==> src/rtl/ldm_stm_seq_pkg.sv <==
// Shared types for the LDM/STM block-transfer sequencer: modes, FSM states, popcount.
// Latency: none (types and a pure function only).
// Backpressure: not applicable.
package ldm_stm_seq_pkg;

  // Addressing modes in {P,U} bit order.
  typedef enum logic [1:0] {
    MODE_DA = 2'b00,
    MODE_IA = 2'b01,
    MODE_DB = 2'b10,
    MODE_IB = 2'b11
  } mode_t;

  typedef enum logic [1:0] {
    ST_IDLE  = 2'd0,
    ST_XFER  = 2'd1,
    ST_WBACK = 2'd2
  } state_t;

  // Number of registers named in a 16-bit register list.
  function automatic logic [4:0] popcount16(input logic [15:0] v);
    logic [4:0] c;
    c = '0;
    for (int i = 0; i < 16; i++) c = c + {4'd0, v[i]};
    return c;
  endfunction

endpackage

==> src/rtl/ldm_stm_seq_if.sv <==
// Bundle of control, register-file and memory-beat signals of the sequencer.
// Latency: none (wiring only).
// Backpressure: i_mem_ready stalls the sequencer's memory beats; en freezes it entirely.
interface ldm_stm_seq_if;
  logic        en;
  logic        i_start;
  logic        i_load;
  logic [1:0]  i_mode;
  logic        i_wback;
  logic [3:0]  i_rn_code;
  logic [31:0] i_base;
  logic [15:0] i_reg_list;
  logic        o_busy;
  logic [3:0]  o_re_code;
  logic [31:0] i_re_reg;
  logic        o_mem_req;
  logic        o_mem_we;
  logic [31:0] o_mem_addr;
  logic [31:0] o_mem_wdata;
  logic        i_mem_ready;
  logic [31:0] i_mem_rdata;
  logic        o_rd_en;
  logic [3:0]  o_rd_code;
  logic [31:0] o_rd_reg;
  logic        o_done;

  // Sequencer side: it masters the memory beats and the register-file ports.
  modport master (
    input  en, i_start, i_load, i_mode, i_wback, i_rn_code, i_base, i_reg_list,
           i_re_reg, i_mem_ready, i_mem_rdata,
    output o_busy, o_re_code, o_mem_req, o_mem_we, o_mem_addr, o_mem_wdata,
           o_rd_en, o_rd_code, o_rd_reg, o_done
  );

  // Environment side: core control, register file and memory.
  modport slave (
    output en, i_start, i_load, i_mode, i_wback, i_rn_code, i_base, i_reg_list,
           i_re_reg, i_mem_ready, i_mem_rdata,
    input  o_busy, o_re_code, o_mem_req, o_mem_we, o_mem_addr, o_mem_wdata,
           o_rd_en, o_rd_code, o_rd_reg, o_done
  );
endinterface

==> src/rtl/ldm_prio_enc.sv <==
// Lowest-set-bit priority encoder over a 16-bit register list.
// Latency: combinational.
// Backpressure: not applicable.
module ldm_prio_enc (
  input  logic [15:0] req,
  output logic [3:0]  idx,
  output logic        vld
);

  // Scan from the top down so the lowest set bit is the last one written.
  always_comb begin
    idx = '0;
    for (int i = 15; i >= 0; i--) begin
      if (req[i]) idx = 4'(i);
    end
  end

  assign vld = |req;

endmodule

==> src/rtl/ldm_stm_seq.sv <==
// LDM/STM block-transfer sequencer: one memory beat per listed register, ascending order.
// Latency: first beat the cycle after start; load writes appear the cycle after each beat retires.
// Backpressure: beats wait on i_mem_ready; en=0 freezes all state. Optional base writeback: LDM_STM_WBACK_EN.
module ldm_stm_seq
  import ldm_stm_seq_pkg::*;
(
  input logic            clk,
  input logic            rst,
  ldm_stm_seq_if.master  bus
);

  state_t      state;
  logic [15:0] list;
  logic        load_q;
  logic [31:0] addr_q;
  logic [31:0] wdata_q;
  logic        rd_en_q;
  logic [3:0]  rd_code_q;
  logic [31:0] rd_reg_q;
  logic        done_q;
`ifdef LDM_STM_WBACK_EN
  logic        wb_do;
  logic [3:0]  rn_q;
  logic [31:0] wb_val;
`endif

  logic [3:0]  cur_idx;
  logic        cur_vld;
  logic        mem_req;
  logic        last;
  logic [4:0]  n_start;
  logic [31:0] span;
  logic [31:0] start_addr;

  ldm_prio_enc u_prio (
    .req (list),
    .idx (cur_idx),
    .vld (cur_vld)
  );

  assign mem_req = (state == ST_XFER) && cur_vld;
  // Only one register left means this beat is the final one.
  assign last    = (list & (list - 16'd1)) == 16'd0;
  assign n_start = popcount16(bus.i_reg_list);
  assign span    = {25'd0, n_start, 2'b00};

  // First beat address from the P/U mode bits.
  always_comb begin
    start_addr = bus.i_base;
    case (mode_t'(bus.i_mode))
      MODE_IA: start_addr = bus.i_base;
      MODE_IB: start_addr = bus.i_base + 32'd4;
      MODE_DA: start_addr = bus.i_base - span + 32'd4;
      MODE_DB: start_addr = bus.i_base - span;
      default: start_addr = bus.i_base;
    endcase
  end

  // Sequencer FSM with registered address, write-back port and completion pulse.
  always_ff @(posedge clk or posedge rst) begin
    if (rst) begin
      state     <= ST_IDLE;
      list      <= '0;
      load_q    <= 1'b0;
      addr_q    <= '0;
      wdata_q   <= '0;
      rd_en_q   <= 1'b0;
      rd_code_q <= '0;
      rd_reg_q  <= '0;
      done_q    <= 1'b0;
`ifdef LDM_STM_WBACK_EN
      wb_do     <= 1'b0;
      rn_q      <= '0;
      wb_val    <= '0;
`endif
    end else if (bus.en) begin
      rd_en_q <= 1'b0;
      done_q  <= 1'b0;
      case (state)
        ST_IDLE: begin
          if (bus.i_start) begin
            list   <= bus.i_reg_list;
            load_q <= bus.i_load;
`ifdef LDM_STM_WBACK_EN
            rn_q   <= bus.i_rn_code;
            // A loaded base wins over the writeback value.
            wb_do  <= bus.i_wback && !(bus.i_load && bus.i_reg_list[bus.i_rn_code]);
            wb_val <= bus.i_mode[0] ? (bus.i_base + span) : (bus.i_base - span);
`endif
            if (n_start == 5'd0) begin
              // Empty list: nothing to move, address left untouched.
              done_q <= 1'b1;
            end else begin
              addr_q <= start_addr;
              state  <= ST_XFER;
            end
          end
        end
        ST_XFER: begin
          wdata_q <= bus.i_re_reg;
          if (bus.i_mem_ready && cur_vld) begin
            list <= list & ~(16'd1 << cur_idx);
            if (load_q) begin
              rd_en_q   <= 1'b1;
              rd_code_q <= cur_idx;
              rd_reg_q  <= bus.i_mem_rdata;
            end
            if (last) begin
`ifdef LDM_STM_WBACK_EN
              if (wb_do) begin
                state <= ST_WBACK;
              end else begin
                state  <= ST_IDLE;
                done_q <= 1'b1;
              end
`else
              state  <= ST_IDLE;
              done_q <= 1'b1;
`endif
            end else begin
              // Final beat leaves the address on the last word moved.
              addr_q <= addr_q + 32'd4;
            end
          end
        end
`ifdef LDM_STM_WBACK_EN
        ST_WBACK: begin
          rd_en_q   <= 1'b1;
          rd_code_q <= rn_q;
          rd_reg_q  <= wb_val;
          done_q    <= 1'b1;
          state     <= ST_IDLE;
        end
`endif
        default: state <= ST_IDLE;
      endcase
    end
  end

  assign bus.o_busy      = (state != ST_IDLE);
  assign bus.o_re_code   = cur_idx;
  assign bus.o_mem_req   = mem_req;
  assign bus.o_mem_we    = mem_req && !load_q;
  assign bus.o_mem_addr  = addr_q;
  // Store data flows straight from the register file during a beat, then holds.
  assign bus.o_mem_wdata = mem_req ? bus.i_re_reg : wdata_q;
  assign bus.o_rd_en     = rd_en_q;
  assign bus.o_rd_code   = rd_code_q;
  assign bus.o_rd_reg    = rd_reg_q;
  assign bus.o_done      = done_q;

endmodule

==> src/flat_wrapper.sv <==
// flat-port wrapper written by rule: the top's interface ports become plain ports
module ldm_stm_seq_flat import ldm_stm_seq_pkg::*;
  (clk, rst, bus_en, bus_i_start, bus_i_load, bus_i_mode, bus_i_wback, bus_i_rn_code, bus_i_base, bus_i_reg_list, bus_i_re_reg, bus_i_mem_ready, bus_i_mem_rdata, bus_o_busy, bus_o_re_code, bus_o_mem_req, bus_o_mem_we, bus_o_mem_addr, bus_o_mem_wdata, bus_o_rd_en, bus_o_rd_code, bus_o_rd_reg, bus_o_done);
  ldm_stm_seq_if bus_i ();
  input logic clk;
  input logic rst;
  input wire logic [$bits(bus_i.en)-1:0] bus_en;
  input wire logic [$bits(bus_i.i_start)-1:0] bus_i_start;
  input wire logic [$bits(bus_i.i_load)-1:0] bus_i_load;
  input wire logic [$bits(bus_i.i_mode)-1:0] bus_i_mode;
  input wire logic [$bits(bus_i.i_wback)-1:0] bus_i_wback;
  input wire logic [$bits(bus_i.i_rn_code)-1:0] bus_i_rn_code;
  input wire logic [$bits(bus_i.i_base)-1:0] bus_i_base;
  input wire logic [$bits(bus_i.i_reg_list)-1:0] bus_i_reg_list;
  input wire logic [$bits(bus_i.i_re_reg)-1:0] bus_i_re_reg;
  input wire logic [$bits(bus_i.i_mem_ready)-1:0] bus_i_mem_ready;
  input wire logic [$bits(bus_i.i_mem_rdata)-1:0] bus_i_mem_rdata;
  output wire logic [$bits(bus_i.o_busy)-1:0] bus_o_busy;
  output wire logic [$bits(bus_i.o_re_code)-1:0] bus_o_re_code;
  output wire logic [$bits(bus_i.o_mem_req)-1:0] bus_o_mem_req;
  output wire logic [$bits(bus_i.o_mem_we)-1:0] bus_o_mem_we;
  output wire logic [$bits(bus_i.o_mem_addr)-1:0] bus_o_mem_addr;
  output wire logic [$bits(bus_i.o_mem_wdata)-1:0] bus_o_mem_wdata;
  output wire logic [$bits(bus_i.o_rd_en)-1:0] bus_o_rd_en;
  output wire logic [$bits(bus_i.o_rd_code)-1:0] bus_o_rd_code;
  output wire logic [$bits(bus_i.o_rd_reg)-1:0] bus_o_rd_reg;
  output wire logic [$bits(bus_i.o_done)-1:0] bus_o_done;
  assign bus_i.en = bus_en;
  assign bus_i.i_start = bus_i_start;
  assign bus_i.i_load = bus_i_load;
  assign bus_i.i_mode = bus_i_mode;
  assign bus_i.i_wback = bus_i_wback;
  assign bus_i.i_rn_code = bus_i_rn_code;
  assign bus_i.i_base = bus_i_base;
  assign bus_i.i_reg_list = bus_i_reg_list;
  assign bus_i.i_re_reg = bus_i_re_reg;
  assign bus_i.i_mem_ready = bus_i_mem_ready;
  assign bus_i.i_mem_rdata = bus_i_mem_rdata;
  assign bus_o_busy = bus_i.o_busy;
  assign bus_o_re_code = bus_i.o_re_code;
  assign bus_o_mem_req = bus_i.o_mem_req;
  assign bus_o_mem_we = bus_i.o_mem_we;
  assign bus_o_mem_addr = bus_i.o_mem_addr;
  assign bus_o_mem_wdata = bus_i.o_mem_wdata;
  assign bus_o_rd_en = bus_i.o_rd_en;
  assign bus_o_rd_code = bus_i.o_rd_code;
  assign bus_o_rd_reg = bus_i.o_rd_reg;
  assign bus_o_done = bus_i.o_done;
  ldm_stm_seq u_core (.clk(clk), .rst(rst), .bus(bus_i));
endmodule
==> config.mk <==
export PLATFORM = sky130hd
export DESIGN_NAME = ldm_stm_seq_flat
export DESIGN_NICKNAME = d
export VERILOG_FILES = /design/src/rtl/ldm_stm_seq_pkg.sv /design/src/rtl/ldm_stm_seq_if.sv /design/src/rtl/ldm_prio_enc.sv /design/src/rtl/ldm_stm_seq.sv /design/src/flat_wrapper.sv
export SDC_FILE = /design/constraint.sdc
export NUM_CORES = 1
export LEC_CHECK = 0
export ABC_AREA = 1
export ABC_CLOCK_PERIOD_IN_PS = 9260
export CORE_MARGIN = 2
export CORE_UTILIZATION = 40
export DETAILED_ROUTE_END_ITERATION = 10
export GPL_TIMING_DRIVEN = 0
export PLACE_DENSITY = 0.66
export SKIP_LAST_GASP = 1
export SLEW_MARGIN = 20
export SYNTH_ARGS = -nofsm -noshare
export SYNTH_HDL_FRONTEND = slang
export SYNTH_SLANG_ARGS = --single-unit
==> constraint.sdc <==
create_clock -name clk -period 9.26 [get_ports clk]
set_input_delay 2.315 -clock clk [delete_from_list [all_inputs] [get_ports clk]]
set_output_delay 2.315 -clock clk [all_outputs]
set_load 0.01 [all_outputs]
* Word level (Yosys, flattened, before mapping)
Cells that the tools add are included.
** Storage, ports and cells
- Flip-flop bits (word level) :: 121
- Word-level logic and storage cells :: 98
** Cells by class
- Mux-type cells :: 39
- Shifts and indexed selects :: 1
- Bitwise gates (word level) :: 3
- Add/subtract/negate cells :: 20
- Reductions and logical operators :: 17
- Equal/unequal tests :: 9
** Operators with widths (number)
- 2-to-1 mux 32 bit :: 5
- case mux 32 bit (4 select lines) :: 1
- adder 32 x 3 -> 32 bit, second input constant :: 3
- adder 5 x 1 -> 5 bit :: 14
- 2-to-1 mux 4 bit :: 16
- case mux 32 bit (2 select lines) :: 1
- AND 16 bit :: 2
- 2-to-1 mux 16 bit :: 2
- case mux 16 bit (2 select lines) :: 1
- subtractor 32 x 7 -> 32 bit :: 1
- zero test 16 bit :: 1
- inverter 16 bit :: 1
- OR reduction 16 bit :: 1
- left shift 1 x 4 -> 16 bit, first input constant :: 1
- subtractor 16 x 1 -> 16 bit, second input constant :: 1
- 2-to-1 mux 2 bit :: 4
- != test 2 bit, second input constant :: 4
- AND reduction 4 bit :: 2
- 2-to-1 mux 1 bit :: 7
- AND reduction 6 bit :: 1
- zero test 5 bit :: 1
- AND reduction 5 bit :: 1
- equality test 2 x 1 -> 1 bit, second input constant :: 2
- equality test 2 bit, second input constant :: 2
- 10 further kinds :: 14

* Depth between registers and ports, before layout
- Word-level depth :: 21
- Gate-level depth with buffers :: 36

* Cells and area by module
Synthesis repeated with hierarchy kept, for this count alone.
** Unflattened totals
- Cell total of the unflattened synthesis :: 1575
- Area, all modules :: 10219.8 um^2
** By module, submodules not included
- ldm_stm_seq :: cells each 1526, times used 1, area an instance 10010.9 um^2
- ldm_prio_enc :: cells each 49, times used 1, area an instance 209.0 um^2

* Worst setup path before layout
Ideal clock, no wire load.
- Path type :: in2reg
- From :: input bus_i_reg_list[0]
- To :: register u_core.addr_q[28] (netlist: u_core.bus.o_mem_addr[28])
- Buffers on the path :: 0
- Arrival :: 7.669 ns
- Required time :: 9.139 ns
- Setup slack :: 1.470 ns
- Cell stages on the path :: 34
- Cells stage by stage :: ha_1 -> inv_1 -> fa_1 -> inv_1 -> fa_1 -> fa_1 -> inv_1 -> fa_1 -> fa_1 -> fa_1 -> inv_1 -> nand2_1 -> a21oi_1 -> inv_1 -> ha_1 -> inv_1 -> nor2_1 -> nand2_4 -> nand2_2 -> inv_4 -> nand2_1 -> nand2_1 -> nand2_1 -> nand2_1 -> nand2_2 -> nand2_2 -> nor2_4 -> nand2_1 -> nor2_1 -> nand3_1 -> nand3_1 -> nand2_1 -> nand2_1 -> a21oi_1
** Between the ends
- Longest elaborated chain between the ends :: 21
- Elaborated cells between the ends (all ways) :: 24
** Ends and longest elaborated chain
- from (decl) :: line flat_wrapper.sv:14 : input wire logic [$bits(bus_i.i_reg_list)-1:0] bus_i_reg_list;
- adder 1 x 1 -> 2 bit (*) :: line ldm_stm_seq_pkg.sv:24 : for (int i = 0; i < 16; i++) c = c + {4'd0, v[i]};
- adder 5 x 1 -> 5 bit (*) (14 in a row) :: line ldm_stm_seq_pkg.sv:24
- subtractor 32 x 7 -> 32 bit :: line ldm_stm_seq.sv:53, ldm_stm_seq.sv:54
- adder 32 x 3 -> 32 bit :: line ldm_stm_seq.sv:53 : MODE_DA: start_addr = bus.i_base - span + 32'd4;
- case mux 32 bit (4 select lines) :: line ldm_stm_seq.sv:50 : case (mode_t'(bus.i_mode))
- 2-to-1 mux 32 bit :: line ldm_stm_seq.sv:90 : if (n_start == 5'd0) begin
- 2-to-1 mux 32 bit :: line ldm_stm_seq.sv:81 : if (bus.i_start) begin
- case mux 32 bit (2 select lines) :: line ldm_stm_seq.sv:79 : case (state)
- to (signal assigned) :: line ldm_stm_seq.sv:94 : addr_q <= start_addr;
- to (signal assigned) :: line ldm_stm_seq.sv:122 : addr_q <= addr_q + 32'd4;
- to (decl) :: line ldm_stm_seq.sv:15 : logic [31:0] addr_q;
Every way passes the cells marked *; elsewhere a longest branch is shown, timed or not. The select of a mux whose other input is x is not followed.
A chain may end at the register's enable or synchronous reset.

* Worst setup path in the final report
- From :: input bus_i_reg_list[1]
- To :: register u_core.addr_q[30] (netlist: u_core.bus.o_mem_addr[30])
The elaborated chain is that of the path after synthesis.

==> impl_metrics.tcl <==
set metrics [dict create \
    cts_buffer_depth 2 \
    regArea_um2 3003 \
    htree_levels 4 \
    finalHoldViolCount 0 \
    rrSetupSlack_ps 6130 \
    final_cell_mix "nand2_1, clkdlybuf4s50_1, inv_1" \
    cts.sinks 120 \
    hold_path.class "reg -> reg" \
    dp_hpwl_um 31670 \
    path_common_cell "nand2_1" \
    cp.arrival_ps 9030 \
    antenna_cells 0 \
    yosys_warnings 0 \
    grt_pass1_vias 11200 \
    drt-initial-drc-count 1018 \
    finalSetupViolCount 0 \
    cts_resized 0 \
    whs_ps 480.3 \
    grt_pass1_wl_um 62430 \
    worstSetupStartpointType "input port" \
    grt_antenna_before_repair 1 \
    status "finished clean" \
    clkLatencyLatePin_ps 420 \
    syn-cell-area_um2 10460 \
    synth_cell_types 52 \
    utilization_pct 53.39 \
    grt_usage_pct 28.25 \
    finalSetupTns_ps 0 \
    areaGrowthSynthToFinish_pct 31.95 \
    multi_input_area_um2 6344 \
    ant_nets 0 \
    synth_edf_count 0 \
    slew_violations 0 \
    vias_per_cell 5.223 \
    die_h_um 165.7 \
    skew_ps 15.12 \
    die-area_um2 27450 \
    power.leakage_nw 6.592 \
    grt_max_degree 69 \
    wl_per_cell_um 17.25 \
    overflow 0 \
    design_area_um2 13800 \
    cap_violations 0 \
    cellPowerDensity_nw_per_um2 171.0 \
    worst_pin_slew_ps 720.5 \
    synth-seq-area-share_pct 28.72 \
    async_reset_ff_share_pct 100.0 \
    ir_worst_vdd_mv 0.1129 \
    dr.pass1.iters 5 \
    rsz0062_at_grt "false" \
    end_kind "register" \
    cts_tree "built" \
    vias 11810 \
    synthTopCellsByArea "dfrtp_1, nand2_1, inv_1" \
    cts-root-buf "clkbuf_16" \
    fin_crit_sh_pct 93.86 \
    critPathSlowestCell "fa_1" \
    cts.clk_slew.worst_paths_ps 60 \
    core_area_um2 25840 \
    layout_commonest_cell "nand2_1" \
    max_freq_mhz 115.1 \
    cts_buffers 17 \
    die_w_um 165.7 \
    fin_nets 2063 \
    post-cts-setup-buffer-count 0 \
    syn-num-nets 1817 \
    syn_area_per_cell_um2 6.268 \
    start_util_pct 40.46 \
    drive_gt1_share_pct 7.888 \
    drc 0 \
    synth_top_area_share_pct 28.72 \
    syn_inst 1668 \
    row_count 59 \
    io_buffers 226 \
    cts_hold_buffers 0 \
    place_congestion 0.9227 \
    required_ps 9600 \
    slew_headroom_pct 51.97 \
    dpl-instance-area_um2 13170 \
    ys_ff_latch 120 \
    routed_wl_um 39020 \
    finalCriticalPeriod_ps 8691 \
    nFillCells 2673 \
    worstPathMaxFanout 5 \
    ys.flop_type "dfrtp_1" \
    synth_top_area_cell "dfrtp_1" \
    criticalPathCategory "in -> reg" \
    critPathMaxStageDelay_ps 530 \
    num_io_pins 234 \
]
-- per-stage QoR --
step,instances,setup slack (ps),total power [mW]
global placement,2229,233.7,1.635
CTS,2262,633.7,2.368
global route,2262,264.8,2.519
detailed placement,2230,221.8,1.648
finish,2262,568.8,2.359
floorplan,1668,1470,1.287
-- kinds of logic after synthesis --
group / Yosys count / share of synthesized area, %
AO/OA/AOI/OAI: 257 / 13.52
XOR/XNOR: 11 / 0.9215
adder cells (fa/ha/maj): 24 / 3.662
buffers and inverters: 283 / 10.60
flip-flops: 120 / 28.72
multiplexers: 3 / 0.3231
AND/OR/NAND/NOR: 970 / 42.25
-- power by group --
part           internal, mW  switching (mW)  total, mW
clock                 0.436           0.274      0.710
sequential            0.581          0.0745      0.655
combinational         0.390           0.604      0.994
total                  1.41           0.952       2.36
-- worst paths after layout --
path | to | cells after the start | start
setup / recovery | u_core.bus.o_mem_addr[30] | 34 | bus_i_reg_list[1]
hold / removal | u_core.bus.o_rd_reg[13] | 2 | u_core.bus.o_rd_reg[13]
setup reg to reg | u_core.bus.o_mem_addr[28] | 13 | u_core.bus.o_mem_addr[3]
hold reg to reg | u_core.bus.o_rd_reg[13] | 2 | u_core.bus.o_rd_reg[13]
max in group asynchronous | u_core.bus.o_mem_addr[12] | 3 | rst
min in group asynchronous | u_core.wdata_q[6] | 2 | rst
-- layout make-up --
cell class	count	area share (%)
Multi-Input combinational cell	1265	45.98
Sequential cell	120	21.77
Timing Repair Buffer	227	16.60
Inverter	220	6.040
Clock buffer	17	3.084
Tap cell	335	3.038
Buffer	63	2.032
Clock inverter	15	1.460
-- routing by layer --
metal,global-route usage (%),part of all wire [%],vias to the layer above
li1,-,-,5880
met1,38.05,45,5388
met2,45.43,45,472
met3,5.305,6.7,72
met4,10.17,3.4,2
met5,0,0.033,-
-- cells in the mapped netlist, types with 11 or more instances --
| cell | n |
|---|---|
| nand2_1 | 519 |
| inv_1 | 208 |
| nor2_1 | 158 |
| nand3_1 | 142 |
| dfrtp_1 | 120 |
| o21ai_0 | 116 |
| a21oi_1 | 88 |
| clkbuf_1 | 42 |
| nand4_1 | 35 |
| nand2_2 | 31 |
| a22oi_1 | 17 |
| nand3_2 | 16 |
| ha_1 | 13 |
| nor2_2 | 13 |
| nor3_1 | 13 |
| nor4_1 | 13 |
| buf_2 | 11 |
| fa_1 | 11 |
| o211ai_1 | 11 |
-- critical path, delay by kind of cell --
| kind | cells | cell delay (ps) |
|---|---|---|
| fa+ha+maj | 8 | 3420 |
| buf+inv | 8 | 970 |
| simple gates | 16 | 2050 |
| compound gates | 2 | 250 |
No activity file was read; power rests on OpenSTA's default activity.
